--- src/rtl/md_pkg.sv ---
// md_pkg: opcodes, FSM state encoding and decode helpers shared by the
// HI/LO multiply/divide unit and its iterative divider.
// Build option: define MD_MACC_EN to decode MADD/MADDU/MSUB/MSUBU as
// multiply-class operations; without it those opcodes behave as NONE.
package md_pkg;

    localparam logic [3:0] OP_NONE  = 4'd0;
    localparam logic [3:0] OP_MULT  = 4'd1;
    localparam logic [3:0] OP_MULTU = 4'd2;
    localparam logic [3:0] OP_DIV   = 4'd3;
    localparam logic [3:0] OP_DIVU  = 4'd4;
    localparam logic [3:0] OP_MTHI  = 4'd5;
    localparam logic [3:0] OP_MTLO  = 4'd6;
    localparam logic [3:0] OP_MADD  = 4'd7;
    localparam logic [3:0] OP_MADDU = 4'd8;
    localparam logic [3:0] OP_MSUB  = 4'd9;
    localparam logic [3:0] OP_MSUBU = 4'd10;

    typedef enum logic [1:0] {
        ST_IDLE = 2'd0,
        ST_MUL  = 2'd1,
        ST_DIV  = 2'd2
    } md_state_e;

    function automatic logic is_macc(input logic [3:0] op);
        return (op == OP_MADD) || (op == OP_MADDU) ||
               (op == OP_MSUB) || (op == OP_MSUBU);
    endfunction

    function automatic logic is_div(input logic [3:0] op);
        return (op == OP_DIV) || (op == OP_DIVU);
    endfunction

    function automatic logic is_mul(input logic [3:0] op);
`ifdef MD_MACC_EN
        return (op == OP_MULT) || (op == OP_MULTU) || is_macc(op);
`else
        return (op == OP_MULT) || (op == OP_MULTU);
`endif
    endfunction

    function automatic logic is_md(input logic [3:0] op);
        return is_mul(op) || is_div(op);
    endfunction

    // Operations whose operands are interpreted as two's complement
    function automatic logic is_signed_op(input logic [3:0] op);
        return (op == OP_MULT) || (op == OP_MADD) ||
               (op == OP_MSUB) || (op == OP_DIV);
    endfunction

endpackage

--- src/rtl/md_div_iter.sv ---
// md_div_iter: unsigned restoring divider producing one quotient bit per
// step, MSB first. The parent feeds magnitudes and applies signs itself.
// quotient/remainder show the values as they stand after the current step,
// so the parent can commit the final result on the same edge as the last step.
module md_div_iter #(
    parameter int XLEN = 32
) (
    input  logic            clk,
    input  logic            reset,
    input  logic            load,
    input  logic            step,
    input  logic [XLEN-1:0] dividend,
    input  logic [XLEN-1:0] divisor,
    output logic            done,
    output logic [XLEN-1:0] quotient,
    output logic [XLEN-1:0] remainder
);

    localparam int SW = $clog2(XLEN + 1);
    localparam logic [SW-1:0] LAST_STEP = SW'(XLEN - 1);

    logic [XLEN-1:0] quo_q, quo_d;
    logic [XLEN-1:0] rem_q, rem_d;
    logic [XLEN-1:0] dsr_q, dsr_d;
    logic [SW-1:0]   cnt_q, cnt_d;
    logic [XLEN:0]   shifted;
    logic [XLEN:0]   trial;

    // One restoring step: shift the next dividend bit into the partial
    // remainder and keep the subtraction only when the divisor fits.
    always_comb begin
        shifted = {rem_q, quo_q[XLEN-1]};
        trial   = shifted - {1'b0, dsr_q};
        quo_d   = quo_q;
        rem_d   = rem_q;
        dsr_d   = dsr_q;
        cnt_d   = cnt_q;
        if (load) begin
            quo_d = dividend;
            rem_d = '0;
            dsr_d = divisor;
            cnt_d = '0;
        end else if (step) begin
            cnt_d = cnt_q + SW'(1);
            if (trial[XLEN]) begin
                rem_d = shifted[XLEN-1:0];
                quo_d = {quo_q[XLEN-2:0], 1'b0};
            end else begin
                rem_d = trial[XLEN-1:0];
                quo_d = {quo_q[XLEN-2:0], 1'b1};
            end
        end
    end

    // Divider working registers; reset clears any partial division.
    always_ff @(posedge clk) begin
        if (reset) begin
            quo_q <= '0;
            rem_q <= '0;
            dsr_q <= '0;
            cnt_q <= '0;
        end else begin
            quo_q <= quo_d;
            rem_q <= rem_d;
            dsr_q <= dsr_d;
            cnt_q <= cnt_d;
        end
    end

    assign done      = step && (cnt_q == LAST_STEP);
    assign quotient  = quo_d;
    assign remainder = rem_d;

endmodule

--- src/rtl/md_unit_param.sv ---
// md_unit_param: HI/LO multiply/divide unit for the EX stage.
// Multiply is a fixed-latency operation (MUL_LAT busy cycles); divide runs
// the iterative divider for XLEN busy cycles. A flush aborts any operation
// in flight without touching HI/LO.
// Build option: MD_MACC_EN adds the MADD/MADDU/MSUB/MSUBU accumulate path.
module md_unit_param
    import md_pkg::*;
#(
    parameter int XLEN    = 32,
    parameter int MUL_LAT = 5
) (
    input  logic            clk,
    input  logic            reset,
    input  logic [3:0]      op,
    input  logic            op_valid,
    input  logic [XLEN-1:0] rs_val,
    input  logic [XLEN-1:0] rt_val,
    input  logic            flush,
    output logic            start,
    output logic            busy,
    output logic [XLEN-1:0] hi,
    output logic [XLEN-1:0] lo
);

    localparam int DIV_LAT = XLEN;
    localparam int CNT_MAX = (MUL_LAT > DIV_LAT) ? MUL_LAT : DIV_LAT;
    localparam int CW      = $clog2(CNT_MAX + 1);
    localparam logic [CW-1:0] MUL_DONE = CW'(MUL_LAT);

    md_state_e       state_q, state_d;
    logic [CW-1:0]   count_q, count_d;
    logic [3:0]      op_q, op_d;
    logic [XLEN-1:0] a_q, a_d;
    logic [XLEN-1:0] b_q, b_d;
    logic [XLEN-1:0] hi_q, hi_d;
    logic [XLEN-1:0] lo_q, lo_d;

    logic            div_load;
    logic            div_step;
    logic            div_done;
    logic [XLEN-1:0] div_quo;
    logic [XLEN-1:0] div_rem;
    logic [XLEN-1:0] dividend_mag;
    logic [XLEN-1:0] divisor_mag;

    logic              mul_signed;
    logic [2*XLEN-1:0] a_ext;
    logic [2*XLEN-1:0] b_ext;
    logic [2*XLEN-1:0] product;
    logic [2*XLEN-1:0] mul_result;

    logic            quo_neg;
    logic            rem_neg;
    logic [XLEN-1:0] div_lo;
    logic [XLEN-1:0] div_hi;
    logic            div_by_zero;

    assign busy  = (state_q != ST_IDLE);
    assign start = op_valid && is_md(op) && !flush && !busy;
    assign hi    = hi_q;
    assign lo    = lo_q;

    // Operand magnitudes handed to the divider when a divide is issued.
    always_comb begin
        dividend_mag = rs_val;
        divisor_mag  = rt_val;
        if (is_signed_op(op) && rs_val[XLEN-1]) dividend_mag = -rs_val;
        if (is_signed_op(op) && rt_val[XLEN-1]) divisor_mag  = -rt_val;
    end

    md_div_iter #(
        .XLEN(XLEN)
    ) u_div (
        .clk      (clk),
        .reset    (reset),
        .load     (div_load),
        .step     (div_step),
        .dividend (dividend_mag),
        .divisor  (divisor_mag),
        .done     (div_done),
        .quotient (div_quo),
        .remainder(div_rem)
    );

    // Full-width product of the latched operands, optionally accumulated
    // onto the current {hi,lo} at completion time.
    always_comb begin
        mul_signed = is_signed_op(op_q);
        a_ext      = mul_signed ? {{XLEN{a_q[XLEN-1]}}, a_q} : {{XLEN{1'b0}}, a_q};
        b_ext      = mul_signed ? {{XLEN{b_q[XLEN-1]}}, b_q} : {{XLEN{1'b0}}, b_q};
        product    = a_ext * b_ext;
        mul_result = product;
`ifdef MD_MACC_EN
        if ((op_q == OP_MADD) || (op_q == OP_MADDU)) begin
            mul_result = {hi_q, lo_q} + product;
        end else if ((op_q == OP_MSUB) || (op_q == OP_MSUBU)) begin
            mul_result = {hi_q, lo_q} - product;
        end
`endif
    end

    // Sign fix-up of the divider magnitudes: quotient truncates toward zero,
    // remainder follows the dividend's sign.
    always_comb begin
        quo_neg     = (op_q == OP_DIV) && (a_q[XLEN-1] ^ b_q[XLEN-1]);
        rem_neg     = (op_q == OP_DIV) && a_q[XLEN-1];
        div_lo      = quo_neg ? -div_quo : div_quo;
        div_hi      = rem_neg ? -div_rem : div_rem;
        div_by_zero = (b_q == '0);
    end

    // Next-state logic: issue, countdown/completion, abort and mthi/mtlo.
    always_comb begin
        state_d  = state_q;
        count_d  = count_q;
        op_d     = op_q;
        a_d      = a_q;
        b_d      = b_q;
        hi_d     = hi_q;
        lo_d     = lo_q;
        div_load = 1'b0;
        div_step = 1'b0;
        unique case (state_q)
            ST_IDLE: begin
                if (start) begin
                    op_d     = op;
                    a_d      = rs_val;
                    b_d      = rt_val;
                    count_d  = CW'(1);
                    div_load = is_div(op);
                    state_d  = is_div(op) ? ST_DIV : ST_MUL;
                end else if (op_valid && !flush && (op == OP_MTHI)) begin
                    hi_d = rs_val;
                end else if (op_valid && !flush && (op == OP_MTLO)) begin
                    lo_d = rs_val;
                end
            end
            ST_MUL: begin
                if (flush) begin
                    state_d = ST_IDLE;
                    count_d = '0;
                    op_d    = OP_NONE;
                end else if (count_q == MUL_DONE) begin
                    {hi_d, lo_d} = mul_result;
                    state_d      = ST_IDLE;
                    count_d      = '0;
                    op_d         = OP_NONE;
                end else begin
                    count_d = count_q + CW'(1);
                end
            end
            ST_DIV: begin
                div_step = 1'b1;
                if (flush) begin
                    state_d = ST_IDLE;
                    count_d = '0;
                    op_d    = OP_NONE;
                end else if (div_done) begin
                    if (!div_by_zero) begin
                        hi_d = div_hi;
                        lo_d = div_lo;
                    end
                    state_d = ST_IDLE;
                    count_d = '0;
                    op_d    = OP_NONE;
                end else begin
                    count_d = count_q + CW'(1);
                end
            end
            default: begin
                state_d = ST_IDLE;
                count_d = '0;
                op_d    = OP_NONE;
            end
        endcase
    end

    // State and architectural registers; reset discards any operation.
    always_ff @(posedge clk) begin
        if (reset) begin
            state_q <= ST_IDLE;
            count_q <= '0;
            op_q    <= OP_NONE;
            a_q     <= '0;
            b_q     <= '0;
            hi_q    <= '0;
            lo_q    <= '0;
        end else begin
            state_q <= state_d;
            count_q <= count_d;
            op_q    <= op_d;
            a_q     <= a_d;
            b_q     <= b_d;
            hi_q    <= hi_d;
            lo_q    <= lo_d;
        end
    end

endmodule

--- config.mk ---
export PLATFORM = sky130hd
export DESIGN_NAME = md_unit_param
export DESIGN_NICKNAME = d
export VERILOG_FILES = /design/src/rtl/md_pkg.sv /design/src/rtl/md_div_iter.sv /design/src/rtl/md_unit_param.sv
export SDC_FILE = /design/constraint.sdc
export NUM_CORES = 2
export LEC_CHECK = 0
export BUFFER_PORTS_ARGS = -buffer_cell sky130_fd_sc_hd__buf_2
export CELL_PAD_IN_SITES_DETAIL_PLACEMENT = 0
export CELL_PAD_IN_SITES_GLOBAL_PLACEMENT = 1
export CORE_MARGIN = 2
export CORE_UTILIZATION = 25
export CTS_CLUSTER_DIAMETER = 50
export DETAILED_ROUTE_END_ITERATION = 7
export GPL_ROUTABILITY_DRIVEN = 0
export PLACE_DENSITY = 0.57
export SYNTH_ARGS = -nofsm -noshare
export SYNTH_HDL_FRONTEND = slang
export SYNTH_HIERARCHICAL = 1
export SYNTH_SLANG_ARGS = --single-unit
--- constraint.sdc ---
create_clock -name clk -period 8.71 [get_ports clk]
set_input_delay 1.742 -clock clk [delete_from_list [all_inputs] [get_ports clk]]
set_output_delay 1.742 -clock clk [all_outputs]
set_load 0.1 [all_outputs]
Word level (Yosys, flattened, before mapping)
Index checks and enable logic that the tools add are counted.
Widths: inputs -> output; s select.
{"block": "op_classes", "n_addsub": 7, "multipliers": 1, "n_eq_ne": 28, "muxes": 51, "bitwise": 1, "n_reduce_logical": 31}
{"op": "$mux 32", "count": 24}
{"op": "$pmux 32 s3", "count": 2}
{"op": "$mux 64", "count": 2}
{"op": "$neg 32->32", "count": 4}
{"op": "$mul 64x64->64", "count": 1}
{"op": "$sub 33x32->33", "count": 1}
{"op": "$logic_not 32->1", "count": 1}
{"op": "$mux 6", "count": 5}
{"op": "$eq 4x3->1 const B", "count": 5}
{"op": "$mux 4", "count": 5}
{"op": "$ne 2x2->1 const B", "count": 10}
{"op": "$pmux 6 s3", "count": 1}
{"op": "$add 6x1->6 const B", "count": 2}
{"op": "$eq 4x2->1 const B", "count": 3}
{"op": "$mux 2", "count": 6}
{"op": "$pmux 4 s3", "count": 1}
{"op": "$logic_and 1x1->1", "count": 11}
{"op": "$logic_or 1x1->1", "count": 9}
{"op": "$reduce_and 9->1", "count": 1}
{"op": "$eq 4x1->1 const B", "count": 2}
{"op": "$eq 4x4->1 const B", "count": 2}
{"op": "$reduce_and 8->1", "count": 1}
{"op": "$eq 6x3->1 const B", "count": 1}
{"op": "$eq 6x5->1 const B", "count": 1}
{"op": "other kinds (13)", "count": 18}
{"block": "totals", "reg_bits": 242, "input_bits": 72, "output_inout_bits": 66, "wordCells": 130}

Depth between registers and ports, before layout
{"block": "logic_depth", "word_depth": 15, "mapped_depth": 37, "ltp_nobuf": 33}

Hierarchy
The synthesis kept the hierarchy.
{"module": "md_unit_param", "instances": 1, "cells_per_inst": 6521, "area_each_um2": 56934.6, "seq_area_each_um2": 2802.7}
{"module": "md_div_iter", "instances": 1, "cells_per_inst": 821, "area_each_um2": 6452.4, "seq_area_each_um2": 2042.0}

Worst setup path before layout
No wires, ideal clock.
{"block": "synth_path", "path_kind": "register to register", "from": "reg op_q[1]", "to": "reg hi_q[18], in the netlist hi[18]", "setup_time_ns": 0.101, "arrival_ns": 9.213, "t_required_ns": 8.609, "setup_slack_ns": -0.604, "path_stages_with_launch": 31, "n_path_buf": 3, "synth_period_minus_slack_ns": 9.314, "path_cell_list": "dfxtp_1 -> mux2i_1 -> and3_1 -> clkbuf_1 -> clkbuf_1 -> nand2_1 -> fa_1 -> inv_1 -> fa_1 -> fa_1 -> inv_1 -> fa_1 -> fa_1 -> inv_1 -> fa_1 -> fa_1 -> fa_1 -> fa_1 -> inv_1 -> fa_1 -> inv_1 -> ha_1 -> clkbuf_1 -> nand2_1 -> or4_1 -> o2bb2ai_1 -> o22ai_1 -> a21oi_1 -> xor2_1 -> a221oi_1 -> o41ai_1"}
{"block": "synth_between", "elab_chain_cells": 9, "word_cells_on_any_way": 18, "classes_between": "1 x mul; 4 x eq/ne; 9 x mux; 4 x reduce/logical"}
{"item": "start: declaration", "line_no": "md_unit_param.sv:32", "text": "logic [3:0] op_q, op_d;"}
{"item": "start signal: assignment", "line_no": "md_unit_param.sv:191", "text": "op_q <= op_d;"}
{"item": "$eq 4x1->1 / $eq 4x3->1 (equally long branches)", "line_no": "md_pkg.sv:48", "text": "return (op == OP_MULT) || (op == OP_MADD) ||"}
{"item": "$logic_or 1x1->1 (2 in series)", "line_no": "md_pkg.sv:48"}
{"item": "$logic_or 1x1->1", "line_no": "md_pkg.sv:49", "text": "(op == OP_MSUB) || (op == OP_DIV);"}
{"item": "$mux 64, on equally long branches", "line_no": "md_unit_param.sv:89, md_unit_param.sv:90"}
{"item": "$mul 64x64->64", "line_no": "md_unit_param.sv:91", "text": "product = a_ext * b_ext;"}
{"item": "$mux 32", "line_no": "md_unit_param.sv:143", "text": "end else if (count_q == MUL_DONE) begin"}
{"item": "$mux 32", "line_no": "md_unit_param.sv:139", "text": "if (flush) begin"}
{"item": "$pmux 32 s3 (*)", "line_no": "md_unit_param.sv:123", "text": "unique case (state_q)"}
{"item": "end signal: assignment", "line_no": "md_unit_param.sv:194", "text": "hi_q <= hi_d;"}
{"item": "end: declaration", "line_no": "md_unit_param.sv:35", "text": "logic [XLEN-1:0] hi_q, hi_d;"}
Mark *: on every way between the ends. The rest lies on a longest branch, timed or not. The select of a mux whose other input is x is not followed.
A chain may end at the register's enable or synchronous reset.

Final worst setup path
{"block": "layout_path", "from": "reg op_q[1]", "to": "reg hi_q[26], in the netlist hi[26]"}
Same word-level chain as after synthesis.

==> impl_results.md <==
* Initial Util at 25.2%
* Max Root-Sink Buffers at 3
* IO Pins at ~140
* Post-route DRC violation count at 0
* Clock Skew at between 0.05 and 0.06 ns
* Cells after Synth at approximately 7300
* Port Buffers at approximately 140
* Routed wire length per instance at between 20 and 25 um
* Total Routing Usage GR at between 15 and 20%
* Most frequent cell after synthesis: inv_1
* Clk sinks at between 200 and 250
* First-pass GRT wire length at around 360000 um
* R2r setup slk at -0.29 ns
* CP Launch Point: op_q[1]
* Maximum vdd ir drop at about 130 uV
* Crit path max fanout at 5
* Die footprint at about 260000 um^2
* CTS Buf Count at 51
* Ys flop type: dfxtp_1
* Post-synth top cells: 1665 x inv_1, 1420 x fa_1, 1062 x nand2_1, 389 x clkbuf_1, 368 x and2_1
* Final-report hold violation count at 0
* Hold buffers post-CTS at 0
* Hold Path Class: register to register
* Area share of the largest cell type after synthesis at between 40% and 50%
* Final worst-path setup slack at -0.285 ns
* Root Buffer: clkbuf_16
* RSZ-0062 raised after global routing: true
* Routed WL at between 200000 and 250000 um
* CP Class: register to register
* Period utilization at 103%
* Worst EP required at around 9.1 ns
* Post-synth EDFFs at 0
* Pins over their slew limit at 0
* Core area at approximately 250000 um^2
* Failing checks: setup timing
* Row count at 184
* Mapped cell area at 63400 um^2
* Register area at roughly 4900 um^2
* # setup viols final at 20
* Layout cells sized above 1 at approximately 17%
* CTS tree: yes
* Worst slew margin at 32.3%
* Hold path startpoint: lo[20]
* F_max at 0.111 GHz
* Clock slew at reported path FFs at 0.05 ns
* DR iter-0 viols at around 3300
* Die Y-Extent at about 500 um
* Slowest cell on crit path: fa_2
* Initial antenna violation count at 14
* Chip width at just over 500 um
* Filler cells at 26500
* Leakage at between 30 and 40 nW
* Critical path arrival at around 9.4 ns
* Min Clock Period, post-route at about 9.0 ns
* Seq/Total Area, Yosys at between 7 and 8%
* Fin util at just over 30%
* Antenna Nets Post-Route at 0
* Vias at between 50000 and 60000
* Vias in the first global route at around 56000
* Post-DP HPWL at 201000 um
* Syn avg cell area at around 8.6 um^2
* CP endpoint kind: register
* Max Cap Viol at 0
* Net count, final at ~9700
* Multi-input gate area at 52300 um^2
* Post-route cell area at between 70000 and 80000 um^2
* Top cell type by total area after synthesis: fa_1
* Top cells by area, synth: fa_1 45%, inv_1 9.9%, dfxtp_1 7.6%
* Overflow left after global routing at 0
* Largest net degree at the start of global routing at 97
* Reg2Reg Launch Point: op_q[1]
* Most used cell, CP: fa_1
* Layout area overhead at 21.8%
* CP peak stage delay at 0.61 ns
* Net Count, Synth at slightly above 9000
* Area after DPL at roughly 73000 um^2
* Power density over the cells at about 53 nW/um^2
* Distinct cells, synth at between 80 and 90
* DR pass1 iterations at 5
* Yosys warning count at 6
* Startpoint type of the worst setup path: register
* H-tree level count at 2
* Slew @ Worst Pin at around 1.0 ns
* Clock Latency Late Sink at between 0.6 and 0.7 ns
* Post-synthesis register bit count at about 240
* Outcome: finished, violations left
* DR vias/cell at around 4.6
* FFs w/ async S/R, synth at 0%
power by group:
part / total [mW] / switching (mW) / leakage (nW) / internal, mW
clock: 2.03 / 0.729 / 0.844 / 1.30
sequential: 1.15 / 0.0240 / 1.96 / 1.13
combinational: 0.874 / 0.608 / 34.8 / 0.266
total: 4.06 / 1.36 / 37.6 / 2.70
layer usage:
layer | track usage (%) | share of wire (%)
met2 | 30.1 | 47
met5 | 0 | 0.044
met3 | 1.83 | 4.7
met1 | 25.9 | 46
met4 | 3.98 | 2.6
area by class of cell:
type	instances	share of cell area, %
Tap cell	3348	5.43
Multi-Input combinational cell	5009	67.8
Timing Repair Buffer	880	10.0
Sequential cell	242	6.29
Antenna cell	5	0.0162
Clock inverter	28	0.470
Clock buffer	63	1.82
Inverter	1666	8.14
cells in the final DEF, fill, tap and decap left out, types with 131 or more instances in the layout:
master / synthesis / routed
inv_1: 1665 / 1580
fa_1: 1420 / 1347
nand2_1: 1062 / 1039
buf_4: 1 / 595
and2_1: 368 / 356
ha_1: 352 / 320
nor2_1: 281 / 275
a21oi_1: 302 / 268
dfxtp_1: 242 / 236
xnor2_1: 143 / 137
buf_2: 10 / 136
o21ai_0: 151 / 131
worst paths after layout:
kind	endpoint	cells after the start
worst max-delay path	hi[26]	30
worst min-delay path	lo[20]	2
worst max register to register	hi[26]	30
worst min register to register	lo[20]	2
sequential cells by signal, summed over array words and instances, names as in the netlist, 6 cells and up:
| signal | cells |
|---|---|
| u_div/dsr_q | 32 |
| lo | 32 |
| u_div/cnt_q | 6 |
| a_q | 32 |
| u_div/rem_q | 32 |
| count_q | 6 |
| hi | 32 |
| b_q | 32 |
| u_div/quo_q | 32 |
through the flow:
step	power, mW	setup TNS [ns]	hold WS [ns]	std cells	setup slack [ns]
floorplan	1.65	0	0.458	7342	0.00152
global placement	2.02	-8.22	0.445	11100	-0.566
detailed placement	2.02	-8.57	0.449	11100	-0.560
CTS	4.08	-1.59	0.456	11200	-0.207
global route	4.21	-9.51	0.483	11200	-0.576
finish	4.06	-3.26	0.454	11200	-0.285
cells by family (layout without fill, tap and decap cells):
group	Yosys count	in the layout	synth area share [%]
AOI/OAI and AO/OA	818	818	8.14
xor gates and xnor gates	249	249	3.45
buffers and inverters	2091	2637	12.4
adders and majority gates	1775	1775	51.8
DFF	242	242	7.64
and+or+nand+nor	2090	2090	15.3
muxes	77	77	1.22
other	0	5	0
timing repair:
action                                  in CTS  in global routing
buffers inserted                            27                 55
gates resized for setup                    241                237
pin swaps                                  135                219
endpoints found under the hold margin        0                  0
cloned                                       3                  0
endpoints found under the setup margin      32                 40
critical path: cells and delay by family, from the launching register on:
family	cells	cell delay [ns]
and+or+nand+nor	4	0.98
AOI/OAI and AO/OA	5	0.79
DFF	1	0.33
adders and majority gates	11	5.50
buffers and inverters	8	0.81
muxes	2	0.43
Note: power is estimated with default switching activity, not from simulation.
